===== config.mk =====
export PLATFORM = sky130hd
export DESIGN_NAME = vedic_dot_acc
export DESIGN_NICKNAME = d
export VERILOG_FILES = /design/src/rtl/vedic_dot_acc.sv
export SDC_FILE = /design/constraint.sdc
export NUM_CORES = 1
export LEC_CHECK = 0
export ABC_CLOCK_PERIOD_IN_PS = 2800
export CORE_MARGIN = 1
export CORE_UTILIZATION = 45
export DETAILED_ROUTE_END_ITERATION = 6
export MAX_ROUTING_LAYER = met4
export PLACE_DENSITY = 0.73
export SYNTH_ARGS = -nofsm -noshare
export SYNTH_HDL_FRONTEND = slang
export SYNTH_SLANG_ARGS = --single-unit

===== constraint.sdc =====
create_clock -name clk -period 2.8 [get_ports clk]
set_clock_uncertainty 0.2 [all_clocks]
set_input_delay 0.7 -clock clk [delete_from_list [all_inputs] [get_ports clk]]
set_output_delay 0.7 -clock clk [all_outputs]
set_load 0.05 [all_outputs]

===== src/rtl/vedic_dot_acc.sv =====
// vedic_dot_acc: sums a valid/ready burst of 8-bit Vedic products into a dot-product held until taken.
// Define VEDIC_DOT_ACC_SAT_EN to saturate the accumulator on overflow instead of wrapping.
module vedic_dot_acc #(
   parameter int ACC_W = 16,
   parameter int MAX_LEN = 16,
   localparam int CNT_W = $clog2(MAX_LEN + 1)
) (
   input  logic             clk,
   input  logic             rst_n,
   input  logic [7:0]       prod_i,
   input  logic             prod_valid,
   input  logic             prod_last,
   output logic             prod_ready,
   output logic [ACC_W-1:0] sum_o,
   output logic [CNT_W-1:0] len_o,
   output logic             ovf_o,
   output logic             sum_valid,
   input  logic             sum_ready
);
   localparam logic [1:0] IDLE = 2'd0, ACC = 2'd1, HOLD = 2'd2;
   logic [1:0] state;
   logic [ACC_W-1:0] acc, acc_nxt, nxt;
   logic [CNT_W-1:0] cnt, cnt_nxt;
   logic ovf, c, accept, done;
   assign prod_ready = state != HOLD;
   assign sum_valid = state == HOLD;
   assign accept = prod_valid & prod_ready;
   assign sum_o = acc;
   assign len_o = cnt;
   assign ovf_o = ovf;
   always_comb begin
      {c, nxt} = {1'b0, acc} + {{(ACC_W-7){1'b0}}, prod_i};
      cnt_nxt = cnt + CNT_W'(1);
      done = prod_last | (cnt_nxt == CNT_W'(MAX_LEN));
`ifdef VEDIC_DOT_ACC_SAT_EN
      acc_nxt = (c | ovf) ? '1 : nxt;
`else
      acc_nxt = nxt;
`endif
   end
   // a take in HOLD only clears; the next product is accepted a cycle later
   always_ff @(posedge clk) begin
      if (!rst_n) begin
         state <= IDLE;
         acc <= '0;
         cnt <= '0;
         ovf <= 1'b0;
      end else if (state == HOLD) begin
         if (sum_ready) begin
            state <= IDLE;
            acc <= '0;
            cnt <= '0;
            ovf <= 1'b0;
         end
      end else if (accept) begin
         state <= done ? HOLD : ACC;
         acc <= acc_nxt;
         cnt <= cnt_nxt;
         ovf <= ovf | c;
      end
   end
endmodule


==> summary.md, run 1 <==
| Metric | Value |
|---|---|
| Final Critical Period | about 2.7 ns |
| Status | finished, final reports clean |
| CTS Buf Count | 3 |
| CP Launch Type | primary input |
| Element type at the critical path end | flip-flop |
| Maximum vdd ir drop | roughly 0.28 mV |
| Number of max-cap violations | 0 |
| Seq/Total Area, Yosys | between 30% and 40% |
| CTS H-tree depth | 1 |
| Final net count | 249 |
| N_diodes | 0 |
| Critical path depth in cells | 8 |
| # DRC | 0 |
| Final setup viols | 0 |
| Syn Inst Count | ~180 |
| Slew @ Worst Pin | approximately 0.52 ns |
| Largest net degree at the start of global routing | 19 |
| Io pins | 37 |
| Sink Count | 24 |
| Leading area contributor after synthesis | dfxtp_1 |
| Share of cells above drive strength 1 | 16.44% |
| Critical-path cell list | clkdlybuf4s50_1, inv_1, fa_2, nand2b_4, a21oi_4, o2111ai_2, or4_4, a21oi_2 |
| Worst path slowest cell | or4_4 |
| Via count | between 1,500 and 2,000 |
| Required time of the critical path | approximately 2.9 ns |
| Initial drt markers | ~70 |
| I/O Buffers | 36 |
| DR WL/cell | around 15 um |
| Worst r2r path cells | 8 |
| Clock root buffer | clkbuf_4 |
| Routed vias/inst | around 5.6 |
| Max-slew violation count | 0 |
| Buf/Inv on CP | 2 |
| Pwr/cell area | ~460 nW/um2 |
| Post-synth top area share | between 30% and 40% |
| Core Region | around 3200 um2 |
| CTS tree | yes |
| Final Hold Vio Count | 0 |
| Slew margin rel. | approximately 65% |
| First-pass GRT wire length | about 6400 um |
| Die Y | 60.65 um |
| Mean Syn Cell Area | 8.794 um2 |
| Starting Density | about half |
| Congestion Overflow GR | 0 |
| Synthesis-to-layout area growth | 37.35% |
| Crit-path max cell delay | between 0.5 and 0.6 ns |
| WP data arrival | around 2.8 ns |
| Global placement routability congestion | approximately 0.84 |
| Maximum clock rate | 366.7 MHz |
| Site row count | 20 |
| Final ANT Viol Nets | 0 |
| Pre-antenna DRT Iters | 4 |
| Static Leakage | ~0.8 nW |
| CP delay by family, top | simple AND/OR/NAND/NOR gates |
| Crit Path Max Fanout | 3 |
| Crit path capture | sum_o[10] |
| Area contributors post-synth | dfxtp_1 (31%), ha_1 (7.3%), nor2b_1 (4.0%), a21oi_1 (3.9%), nand2_1 (3.9%) |
| Post-synth cell types | 51 |
| Worst reg2reg endpoint | sum_o[10] |
| Setup tns final | 0 ns |
| Initial antenna violation count | 0 |
| Die area | around 3700 um2 |
| CTS clk-pin slew, worst paths | between 0.1 and 0.15 ns |
| Syn Nets | roughly 200 |
| Crit path launch | prod_i[1] |
| Post-synthesis cell area | 1548 um2 |
| Worst R2R Setup Slack | between 0.3 and 0.4 ns |
| Reg2Reg Launch Point | sum_o[0] |
| Max clock buf depth | 2 |
| Ys Warns | 0 |
| Kind of critical path | primary input to flip-flop |
| Routed WL | around 3900 um |
| Tcrit/Tclk final | 97.38% |
| Layout Utilization | between 60% and 70% |
| Clk Latency, worst-skew pair | approximately 0.34 ns |
| Total track usage | around 24% |
| Vias in the first global route | between 1,000 and 1,500 |
| Number of synthesized register bits | 24 |
| HP Start | sum_o[13] |
| Worst hold-check path type | flip-flop to flip-flop |
| Die X | 60.65 um |
| HPWL Detailed | approximately 2800 um |
worst register-to-register path: cells and delay by family, from the launching register on:
| family | cells | cell delay, ns |
|---|---|---|
| AND/OR/NAND/NOR | 2 | 0.74 |
| AO/OA/AOI/OAI | 3 | 0.42 |
| adder cells (fa/ha/maj) | 2 | 0.57 |
| flip-flops | 1 | 0.39 |
| buffers and inverters | 1 | 0.05 |
final cells by class:
| cell class | count | area, um2 |
|---|---|---|
| multi-input cells | 141 | 1044 |
| fillers | 271 | 1027 |
| flip-flops and latches | 24 | 480.5 |
| repair buffers | 51 | 475.5 |
| well taps | 44 | 55.05 |
| clock inverters | 1 | 30.03 |
| clock buffers | 3 | 22.52 |
| inverters | 5 | 18.77 |
cells in the final DEF (no fill, tap or decap), types with 2 or more instances in the layout:
cell,n
nor3_1,2
a32oi_1,2
nor2b_1,10
nand2b_1,7
clkbuf_4,3
a22oi_1,3
buf_4,15
dfxtp_1,24
a311o_1,2
inv_1,3
nor2_1,9
o21ai_1,2
clkdlybuf4s50_1,35
a21oi_1,11
nand3_1,8
or3_1,2
mux2i_1,5
nand2_1,16
nand2b_4,2
o21a_1,2
a21o_1,5
ha_1,8
o31ai_1,2
inv_2,2
a211oi_1,2
o21ai_0,7
and2_1,4
nand3b_1,4
metal layers:
metal  vias to the layer above  global-route usage, %  wire length [um]
li1                        743                      -                 -
met1                       720                  29.02              1860
met2                        33                  39.87              1886
met3                         8                  4.051               125
met4                         0                  10.06                68
met5                         -                      -                 0
cell usage after synthesis, drive strengths merged:
library cell / number
a2111oi: 2
a211oi: 2
a21boi: 2
a21o: 5
a21oi: 13
a22oi: 3
a311o: 2
a311oi: 1
a31oi: 1
a32oi: 2
and2: 4
and3: 2
and4: 1
buf: 3
clkbuf: 3
dfxtp: 24
fa: 1
ha: 9
inv: 5
mux2i: 6
nand2: 16
nand2b: 9
nand3: 8
nand3b: 4
nor2: 9
nor2b: 10
nor3: 2
nor3b: 1
nor4b: 1
o2111ai: 2
o211ai: 1
o21a: 2
o21ai: 9
o221ai: 1
o31ai: 2
or2: 1
or3: 3
or4: 2
xnor2: 1
xor2: 1
power breakdown:
part	switching, mW	internal (mW)	leakage, nW	total (mW)
Clock	0.117	0.145	0.0279	0.262
Combinational	0.195	0.141	0.573	0.336
Sequential	0.0161	0.359	0.195	0.375
cell families (layout without fill, tap and decap cells):
group | count (synthesis) | in the layout | share of synthesized area [%]
AND/OR/NAND/NOR | 73 | 73 | 26.84
AO/OA/AOI/OAI | 50 | 50 | 24.98
flip-flops | 24 | 24 | 31.04
buffers and inverters | 11 | 60 | 3.314
adder cells (fa/ha/maj) | 10 | 10 | 8.569
multiplexers | 6 | 6 | 4.123
XOR/XNOR | 2 | 2 | 1.132
through the flow:
stage / worst slack, ns / cell area [um2] / hold slack, ns / std cells / total power, mW
final: 0.07322 / 2126 / 0.2996 / 269 / 0.9737
after global routing: -0.02596 / 2126 / 0.3224 / 269 / 1.022
after CTS: 0.02877 / 2088 / 0.3030 / 268 / 0.9679
after detailed placement: -0.3121 / 2036 / 0.2752 / 264 / 0.7072
after global placement: -0.2366 / 2036 / 0.2659 / 264 / 0.7017
after floorplan: 0.1128 / 1548 / 0.3372 / 176 / 0.5965
timing repair:
action,4_1_cts,5_1_grt
hold buffers,0,0
endpoints found under the setup margin,0,3
setup buffers,0,1
resized for setup,0,8
sequential cells by signal, summed over array words and instances, names as in the netlist:
signal	count
state	2
ovf_o	1
sum_o	16
len_o	5
worst min path at each step:
| stage | slack (ns) | to | depth (start not counted) |
|---|---|---|---|
| floorplan | 0.34 | state[1] | 2 |
| global placement | 0.27 | ovf_o | 2 |
| detailed placement | 0.28 | ovf_o | 2 |
| CTS | 0.30 | sum_o[15] | 2 |
| global route | 0.32 | sum_o[13] | 2 |
| finish | 0.30 | sum_o[13] | 2 |
Power figures use the tool's default switching activity.
==> run 2, diff against run 1 <==
ABC_CLOCK_PERIOD_IN_PS = 3100   (was 2800)
CAP_MARGIN = 20   (was default)
clock period = 3.1 ns   (was 2.8 ns; I/O delays follow)
==> summary.md, run 2 (same netlist as run 1, synthesis figures left out) <==
| Metric | Value |
|---|---|
| Status | finished, final reports clean |
| Slew @ Worst Pin | between 0.5 and 0.6 ns |
| RSZ-0062 raised after global routing | no |
| Post-CTS Resized | 0 |
| Via count | around 1,500 |
| Routed vias/inst | approximately 5.6 |
| Max-slew violation count | 0 |
| CP Launch Type | primary input |
| Worst R2R Setup Slack | around 0.70 ns |
| CTS Buf Count | 3 |
| I/O Buffers | 36 |
| Total track usage | between 20 and 25% |
| Max reg flops | 16 |
| CTS clk-pin slew, worst paths | 0.13 ns |
| Vias in the first global route | approximately 1,500 |
| Setup tns final | 0 ns |
| Largest net degree at the start of global routing | 19 |
| Kind of critical path | primary input to flip-flop |
| Congestion Overflow GR | 0 |
| Io pins | 37 |
| Worst hold-check path type | flip-flop to flip-flop |
| Multi-input logic area | roughly 1000 um2 |
| Clock root buffer | clkbuf_4 |
| CTS H-tree depth | 1 |
| Maximum clock rate | approximately 340 MHz |
| Die Y | around 61 um |
| Max clock buf depth | 2 |
| DR WL/cell | around 14 um |
| Pre-antenna DRT Iters | 4 |
| Hold path endpoint | sum_o[15] |
| Site row count | 20 |
| Core Region | 3153 um2 |
| Hold_buf cts | 0 |
| Tcrit/Tclk final | 94.85% |
| Sequential power share | ~44% |
| First-pass GRT wire length | about 6500 um |
| Die area | around 3700 um2 |
| Final net count | roughly 240 |
| Sw Share | roughly 36% |
| NetSw | between 0.2 and 0.3 mW |
| Starting Density | 49.09% |
| Element type at the critical path end | flip-flop |
| Reg2Reg Launch Point | sum_o[0] |
| Design Area, Final | between 2000 and 2500 um2 |
| Crit Path Max Fanout | 3 |
| Sink Count | 24 |
| Worst r2r path cells | 8 |
| Static Leakage | 0.7392 nW |
| HP Start | sum_o[15] |
| Slew margin rel. | between 60% and 70% |
| Initial antenna violation count | 0 |
| Global placement routability congestion | roughly 0.86 |
| Placed Instances | between 200 and 300 |
| Finished Layout Cells | approximately 260 |
| Required time of the critical path | 3.15 ns |
| Synthesis-to-layout area growth | 31.04% |
| Clock power share | 18.0% |
| Post-CTS Setup Inserts | 0 |
| Final Hold Vio Count | 0 |
| Final setup viols | 0 |
| Hold path cells | 2 |
| Combinational Power Share | 37.6% |
| HPWL Detailed | 2825 um |
| Register Area | ~480 um2 |
| N_diodes | 0 |
| Final Critical Period | 2.940 ns |
| Clk Latency, worst-skew pair | 0.31 ns |
| Placed instance area | between 2000 and 2500 um2 |
| Routed WL | approximately 3700 um |
| Maximum vdd ir drop | roughly 0.23 mV |
| Commonest cells after routing, fill and taps aside | clkdlybuf4s50_1 (36), dfxtp_1 (24), nand2_1 (16) |
| Die X | about 61 um |
| Initial drt markers | 120 |
| Pint | 0.4856 mW |
| Pwr/cell area | around 380 nW/um2 |
| Worst Hold Slack | ~0.3 ns |
| Number of max-cap violations | 0 |
| Final ANT Viol Nets | 0 |
| Layout filler cell count | between 200 and 300 |
| CTS tree | yes |
| # DRC | 0 |
| Commonest non-fill, non-tap cell in the layout | clkdlybuf4s50_1 |
| Share of cells above drive strength 1 | between 10 and 15% |
| Worst reg2reg endpoint | sum_o[14] |
| WP data arrival | 2.99 ns |
==> run 2: changes by cell type in the layout (fill, tap and decap cells not counted), sizes merged <==
| cell | previous run | this run |
|---|---|---|
| buf | 15 | 10 |
| dlymetal6s2s | 1 | 0 |
| bufinv | 1 | 0 |
| clkdlybuf4s50 | 35 | 36 |
==> run 2: layout make-up <==
type	count	area share, %
multi-input combinational	141	50.09
sequential	24	23.69
timing repair buffer	46	21.47
tap	44	2.714
clock buffer	3	1.110
inverter	5	0.9254
==> run 2: power groups by stage <==
stage	Sequential, mW	Clock (mW)	Combinational [mW]
2_1_floorplan	0.390	0	0.148
3_3_place_gp	0.345	0	0.280
3_5_place_dp	0.345	0	0.285
4_1_cts	0.339	0.144	0.286
5_1_grt	0.341	0.161	0.311
6_report	0.338	0.137	0.287
==> run 2: metrics by stage <==
step | utilization (%) | power, mW | setup slack, ns
finish | 64.33 | 0.7616 | 0.1596
global route | 64.33 | 0.8130 | 0.04339
CTS | 64.33 | 0.7688 | 0.1639
detailed placement | 63.61 | 0.6301 | -0.1240
global placement | 63.61 | 0.6242 | -0.01560
floorplan | - | 0.5388 | 0.3807
==> run 2: worst max-delay path, cell delays in order <==
cell and delay (ns):
clkdlybuf4s50_1 0.46, ha_1 0.17, inv_1 0.06, fa_1 0.38
nand2b_1 0.20, a21oi_2 0.19, o2111ai_2 0.17, or4_1 0.44
a21oi_1 0.16
==> run 2: worst max-delay path by stage <==
stage                 to  depth (start not counted)  slack [ns]       from
4_1_cts        sum_o[14]                          9        0.16  prod_i[0]
3_3_place_gp    sum_o[6]                         10       -0.02  prod_i[0]
3_5_place_dp   sum_o[14]                          9       -0.12  prod_i[0]
5_1_grt        sum_o[14]                          9        0.04  prod_i[0]
6_report       sum_o[14]                          9        0.16  prod_i[0]
2_1_floorplan  sum_o[10]                          8        0.38  prod_i[0]
==> run 2: routing by layer <==
layer | vias to the layer above | wire (um) | GRT usage (%)
met4 | 0 | 31 | 6.818
met2 | 35 | 1864 | 40.97
met3 | 7 | 121 | 2.345
li1 | 736 | - | -
met5 | - | 0 | -
met1 | 683 | 1725 | 30.22
